--- src/rtl/store_buffer_if.sv ---
// rtl/store_buffer_if.sv - CPU/memory-side signal bundle for the store buffer
//
// Purpose: groups the store, drain, load-lookup and occupancy signals of the
// store buffer so the buffer and its neighbours connect with one port.
// Ports (signals):
//   store side : st_valid, st_addr, st_data, st_pc -> st_ready
//   drain side : drain_en -> DMWr, A, WD, PC
//   load side  : ld_valid, ld_addr -> fwd_hit, fwd_data, ld_stall
//   status     : count (occupied entries, $clog2(DEPTH)+1 bits)
// Modports: master = CPU / memory side, slave = store buffer.
interface store_buffer_if #(
    parameter int DEPTH = 4
);
    localparam int CW = $clog2(DEPTH) + 1;

    logic          st_valid;
    logic [31:0]   st_addr;
    logic [31:0]   st_data;
    logic [31:0]   st_pc;
    logic          st_ready;
    logic          drain_en;
    logic          DMWr;
    logic [31:0]   A;
    logic [31:0]   WD;
    logic [31:0]   PC;
    logic          ld_valid;
    logic [31:0]   ld_addr;
    logic          fwd_hit;
    logic [31:0]   fwd_data;
    logic          ld_stall;
    logic [CW-1:0] count;

    modport master (
        output st_valid, st_addr, st_data, st_pc, drain_en, ld_valid, ld_addr,
        input  st_ready, DMWr, A, WD, PC, fwd_hit, fwd_data, ld_stall, count
    );

    modport slave (
        input  st_valid, st_addr, st_data, st_pc, drain_en, ld_valid, ld_addr,
        output st_ready, DMWr, A, WD, PC, fwd_hit, fwd_data, ld_stall, count
    );
endinterface

--- src/rtl/store_buffer.sv ---
// rtl/store_buffer.sv - FIFO store buffer with load lookup/forwarding
//
// Purpose: queues CPU stores as {addr, data, pc} and writes them to data
// memory one per cycle, oldest first, whenever the memory port is free.
// Loads are looked up combinationally against the queued stores.
// Ports:
//   CLK   : clock, rising edge
//   Reset : asynchronous, active-high; empties the buffer immediately
//   bus   : store_buffer_if.slave (store, drain, lookup, count signals)
// Parameter DEPTH: entries, power of two 2..16.
// Optional feature macro SB_FWD_EN: when defined, matching loads are
// forwarded (fwd_hit/fwd_data); otherwise a matching load raises ld_stall.
module store_buffer #(
    parameter int DEPTH = 4
) (
    input  logic           CLK,
    input  logic           Reset,
    store_buffer_if.slave  bus
);
    localparam int PW = $clog2(DEPTH);
    localparam int CW = PW + 1;

    logic [31:0]   e_addr [DEPTH];
    logic [31:0]   e_data [DEPTH];
    logic [31:0]   e_pc   [DEPTH];
    logic [PW-1:0] head;
    logic [PW-1:0] tail;
    logic [CW-1:0] cnt;

    logic          not_empty;
    logic          full;
    logic          drain;
    logic          ready;
    logic          push;

    assign not_empty = (cnt != '0);
    assign full      = (cnt == CW'(DEPTH));
    assign drain     = bus.drain_en && not_empty;
    // A full buffer still accepts a store when the head retires this cycle.
    assign ready     = !full || drain;
    assign push      = bus.st_valid && ready;

    always_ff @(posedge CLK or posedge Reset) begin
        if (Reset) begin
            head <= '0;
            tail <= '0;
            cnt  <= '0;
            for (int i = 0; i < DEPTH; i++) begin
                e_addr[i] <= '0;
                e_data[i] <= '0;
                e_pc[i]   <= '0;
            end
        end else begin
            if (push) begin
                e_addr[tail] <= bus.st_addr;
                e_data[tail] <= bus.st_data;
                e_pc[tail]   <= bus.st_pc;
                tail         <= tail + PW'(1);
            end
            if (drain) begin
                head <= head + PW'(1);
            end
            case ({push, drain})
                2'b10:   cnt <= cnt + CW'(1);
                2'b01:   cnt <= cnt - CW'(1);
                default: cnt <= cnt;
            endcase
        end
    end

    assign bus.st_ready = ready;
    assign bus.count    = cnt;
    assign bus.DMWr     = drain;
    assign bus.A        = not_empty ? e_addr[head] : 32'h0;
    assign bus.WD       = not_empty ? e_data[head] : 32'h0;
    assign bus.PC       = not_empty ? e_pc[head]   : 32'h0;

    // Walk from oldest to youngest so a later match overrides an earlier one:
    // the youngest matching store supplies the data. Only registered entries
    // are searched, which includes a head being drained this cycle and
    // excludes a store being pushed this cycle.
    logic          match;
    logic [31:0]   match_data;
    logic [PW-1:0] idx;

    always_comb begin
        match      = 1'b0;
        match_data = 32'h0;
        idx        = '0;
        for (int i = 0; i < DEPTH; i++) begin
            idx = head + PW'(i);
            if (bus.ld_valid && (CW'(i) < cnt) &&
                (e_addr[idx][11:2] == bus.ld_addr[11:2])) begin
                match      = 1'b1;
                match_data = e_data[idx];
            end
        end
    end

    // Loads compare on the word index only.
    logic unused_ld_bits;
    assign unused_ld_bits = ^{bus.ld_addr[31:12], bus.ld_addr[1:0]};

`ifdef SB_FWD_EN
    assign bus.fwd_hit  = match;
    assign bus.fwd_data = match_data;
    assign bus.ld_stall = 1'b0;
`else
    assign bus.fwd_hit  = 1'b0;
    assign bus.fwd_data = 32'h0;
    assign bus.ld_stall = match;

    logic unused_match_data;
    assign unused_match_data = ^match_data;
`endif
endmodule

--- src/flat_wrapper.sv ---
// flat-port wrapper written by rule: the top's interface ports become plain ports
module store_buffer_flat 
#(
    parameter int DEPTH = 4
)
  (CLK, Reset, bus_st_valid, bus_st_addr, bus_st_data, bus_st_pc, bus_drain_en, bus_ld_valid, bus_ld_addr, bus_st_ready, bus_DMWr, bus_A, bus_WD, bus_PC, bus_fwd_hit, bus_fwd_data, bus_ld_stall, bus_count);
  store_buffer_if #(.DEPTH(DEPTH)) bus_i ();
  input  logic CLK;
  input  logic Reset;
  input wire logic [$bits(bus_i.st_valid)-1:0] bus_st_valid;
  input wire logic [$bits(bus_i.st_addr)-1:0] bus_st_addr;
  input wire logic [$bits(bus_i.st_data)-1:0] bus_st_data;
  input wire logic [$bits(bus_i.st_pc)-1:0] bus_st_pc;
  input wire logic [$bits(bus_i.drain_en)-1:0] bus_drain_en;
  input wire logic [$bits(bus_i.ld_valid)-1:0] bus_ld_valid;
  input wire logic [$bits(bus_i.ld_addr)-1:0] bus_ld_addr;
  output wire logic [$bits(bus_i.st_ready)-1:0] bus_st_ready;
  output wire logic [$bits(bus_i.DMWr)-1:0] bus_DMWr;
  output wire logic [$bits(bus_i.A)-1:0] bus_A;
  output wire logic [$bits(bus_i.WD)-1:0] bus_WD;
  output wire logic [$bits(bus_i.PC)-1:0] bus_PC;
  output wire logic [$bits(bus_i.fwd_hit)-1:0] bus_fwd_hit;
  output wire logic [$bits(bus_i.fwd_data)-1:0] bus_fwd_data;
  output wire logic [$bits(bus_i.ld_stall)-1:0] bus_ld_stall;
  output wire logic [$bits(bus_i.count)-1:0] bus_count;
  assign bus_i.st_valid = bus_st_valid;
  assign bus_i.st_addr = bus_st_addr;
  assign bus_i.st_data = bus_st_data;
  assign bus_i.st_pc = bus_st_pc;
  assign bus_i.drain_en = bus_drain_en;
  assign bus_i.ld_valid = bus_ld_valid;
  assign bus_i.ld_addr = bus_ld_addr;
  assign bus_st_ready = bus_i.st_ready;
  assign bus_DMWr = bus_i.DMWr;
  assign bus_A = bus_i.A;
  assign bus_WD = bus_i.WD;
  assign bus_PC = bus_i.PC;
  assign bus_fwd_hit = bus_i.fwd_hit;
  assign bus_fwd_data = bus_i.fwd_data;
  assign bus_ld_stall = bus_i.ld_stall;
  assign bus_count = bus_i.count;
  store_buffer #(.DEPTH(DEPTH)) u_core (.CLK(CLK), .Reset(Reset), .bus(bus_i));
endmodule
--- config.mk ---
export PLATFORM = sky130hd
export DESIGN_NAME = store_buffer_flat
export DESIGN_NICKNAME = d
export VERILOG_FILES = /design/src/rtl/store_buffer_if.sv /design/src/rtl/store_buffer.sv /design/src/flat_wrapper.sv
export SDC_FILE = /design/constraint.sdc
export NUM_CORES = 1
export LEC_CHECK = 0
export ABC_CLOCK_PERIOD_IN_PS = 20800
export CAP_MARGIN = 20
export CORE_AREA = 2 2 209 211
export DETAILED_ROUTE_END_ITERATION = 12
export DIE_AREA = 0 0 211 213
export PLACE_DENSITY = 0.64
export SYNTH_ARGS = -nofsm -noshare
export SYNTH_HDL_FRONTEND = slang
export SYNTH_SLANG_ARGS = --single-unit
export TNS_END_PERCENT = 50
--- constraint.sdc ---
create_clock -name CLK -period 20.8 [get_ports CLK]
set_clock_uncertainty 0.05 [all_clocks]
set_input_delay 2.08 -clock CLK [delete_from_list [all_inputs] [get_ports CLK]]
set_output_delay 2.08 -clock CLK [all_outputs]
set_load 0.01 [all_outputs]
==> flow_summary.yaml <==
timing:
  min_period_ps: 6530
  hold_viol: 0
  max_slew_margin_pct: 35.9
  slew_violations: 0
  setup_viol: 0
  clock.fmax_mhz: 153
  rsz0062_at_grt: "no"
  setup-tns-final_ps: 0
  tightest_slew_ps: 962
  holdWs_ps: 437
  fin_crit_sh_pct: 31.4
cells_and_area:
  layout.nets: 1586
  drive_gt1_share_pct: 35.8
  final_area_um2: 22700
  syn_to_final_growth_pct: 20.2
  finalCoreUtilization_pct: 53.3
die:
  design.core.area_um2: 42700
  num_rows: 76
  die_h_um: 213
  fp.dieW_um: 211
  start_util_pct: 44.3
  io_pins: 268
  die_area_um2: 44900
run:
  cap_violations: 0
routing:
  wire_per_inst_um: 20.8
  viasPerCell: 5.40
  drt_iter0_drc: 364
  first_pass_iters: 4
  vias: 10909
  routed_wl_um: 42000
  drc_errors: 0
  drtAntennaViolNets: 0
synth:
  synthTopCellsByArea: "dfrtp_1, mux2_2, mux4_2"
  ys.flop_type: "dfrtp_1"
  synth_edf_count: 0
  synth-seq-cells: 391
  synth_cell_types: 36
  yosysTopAreaCell: "dfrtp_1"
  synthArstFlopShare_pct: 100
  ys_warn_count: 0
  ys_seq_area_share_pct: 51.7
  syn_inst: 1256
  synth_top_area_share_pct: 51.7
  syn_area_um2: 18900
  syn_area_per_cell_um2: 15.1
setup_path:
  reg2reg_depth: 7
  r2r_end: "u_core.e_addr[60]"
  worst-path-max-fanout: 6
  timing.critical_path.buf_inv: 2
  crit_path_end: "bus_ld_stall"
  path_class: "input port to output port"
  path_cells: "clkdlybuf4s50_1 -> xor2_1 -> nand4_1 -> a2111oi_2 -> o2111ai_1 -> nand4_1 -> clkdlybuf4s50_1"
  r2r_slack_ps: 17330
  end_kind: "output port"
  path_delay_family: "buffers and inverters"
  crit_arrival_ps: 4400
  cp_slowest_stage_delay_ps: 640
  worst_path_max_delay_cell: "clkdlybuf4s50_1"
  critPathRequiredTime_ps: 18670
  cp_num_cells: 7
  cp-start-kind: "input port"
  reg2reg_from: "u_core.bus.count[0]"
  crit_start: "bus_ld_addr[9]"
pwr:
  powerDensity_nw_per_um2: 182
  peakVddDrop_v: 0.0000919
  p_leak_nw: 9.49
  total_power_mw: 4.13
place:
  dp_hpwl_um: 25200
  gp_congestion: 0.812
  placed_cell_area_um2: 21300
  port_buffers: 212
global_routing:
  grt_pass1_vias: 11750
  grt_pass1_wl_um: 66800
  grt-ovfl-total: 0
  antenna_found_initial: 3
  grtUsageTotal_pct: 19.1
  grt_max_degree: 112
clock_tree:
  root_buffer: "clkbuf_16"
  holdBufCountCts: 0
  post-cts-setup-buffers: 0
  cts_resized: 0
  cts_num_sinks: 391
  clk_pin_slew_ps: 60
  worstSkewPairLatency_ps: 560
  cts_made_buffers: 44
  h-tree-depth: 2
  cts_tree: "built"
  cts_buffer_depth: 3
hold_path:
  min_path_type: "register to register"
status:
  outcome: "completed"
-- cells by family after synthesis --
logic type / after synthesis / share of synthesized area, %
buf+inv: 127 / 3.92
mux: 518 / 36.3
fa+ha+maj: 9 / 0.595
flops: 391 / 51.7
compound gates: 28 / 1.01
other cells: 1 / 0.0198
simple gates: 134 / 4.18
xor+xnor: 48 / 2.22
-- final cells by class --
type	instances	area, um2
fill	3574	20000
sequential	391	9790
clock buffer	67	1340
timing repair buffer	227	2250
clock inverter	8	78.8
multi-input combinational	770	8550
tap	546	683
inverter	10	45.0
antenna	2	5.00
-- how the worst min path moves through the flow --
stage                             from                 end  slack, ps  cells past startpoint
global placement    u_core.e_data[110]  u_core.e_data[110]        420                      1
floorplan            u_core.e_addr[33]   u_core.e_addr[33]        410                      1
CTS                  u_core.e_addr[47]   u_core.e_addr[47]        440                      1
finish               u_core.e_addr[47]   u_core.e_addr[47]        440                      1
global route         u_core.e_addr[45]   u_core.e_addr[45]        450                      1
detailed placement   u_core.e_addr[47]   u_core.e_addr[47]        430                      1
-- registers in the layout, summed over array words and instances (netlist names) --
signal and flops:
u_core.tail 2, u_core.e_data 128, u_core.e_pc 128, u_core.bus.count 3
u_core.head 2, u_core.e_addr 128
-- layout by cell type (no fill, tap or decap), types with 2 or more instances in the layout --
master           instances
dfrtp_4                  2
buf_4                   14
mux2i_1                 35
clkinv_2                 5
mux4_2                  96
a21oi_1                  8
clkbuf_16               46
nor2b_1                 93
clkbuf_1                10
ha_1                     9
nand2_4                  4
conb_1                  33
nor3_1                   6
o2111ai_1                2
nand3_1                  5
inv_1                    7
mux2_2                 340
mux2_1                  47
dfrtp_1                389
and2_1                   5
o21ai_0                  6
nor4_1                   2
a211oi_1                 5
inv_2                    2
clkdlybuf4s50_1        212
xnor2_1                 22
nand4_1                  7
diode_2                  2
clkbuf_8                11
nor2_1                   4
nand2_1                  6
xor2_1                  26
-- report_power, final --
| part | total, mW | internal [mW] | switching, mW |
|---|---|---|---|
| Sequential | 1.38 | 1.16 | 0.226 |
| Combinational | 1.99 | 1.20 | 0.791 |
| Clock | 0.762 | 0.454 | 0.308 |
| Total | 4.13 | 2.80 | 1.33 |
-- cell usage after synthesis (2+ instances only) --
master / n
mux2_1: 47
o21ai_0: 6
clkbuf_1: 17
nor2_1: 4
nand2_1: 10
nor3_1: 6
ha_1: 9
buf_2: 32
xor2_1: 26
buf_4: 56
mux2i_1: 35
mux2_2: 340
nand3_1: 5
a211oi_1: 5
buf_1: 10
buf_6: 2
and2_1: 5
inv_1: 8
xnor2_1: 22
nand4_1: 7
inv_2: 2
o2111ai_1: 2
nor4_1: 2
dfrtp_1: 391
a21oi_1: 8
nor2b_1: 94
mux4_2: 96
-- per-stage QoR --
step / setup WS [ps] / instances
after detailed placement: 14270 / 1943
after global routing: 14180 / 2020
after floorplan: 7800 / 1288
after global placement: 14270 / 1943
after CTS: 14210 / 2018
final: 14270 / 2021
-- layer usage --
metal | global-route usage (%) | vias to the layer above | routed length, um
met5 | 0 | - | 12
li1 | - | 4874 | -
met4 | 5.46 | 2 | 788
met2 | 30.6 | 213 | 20100
met3 | 4.18 | 57 | 2030
met1 | 26.4 | 5763 | 19100
No activity file was read; power rests on OpenSTA's default activity.
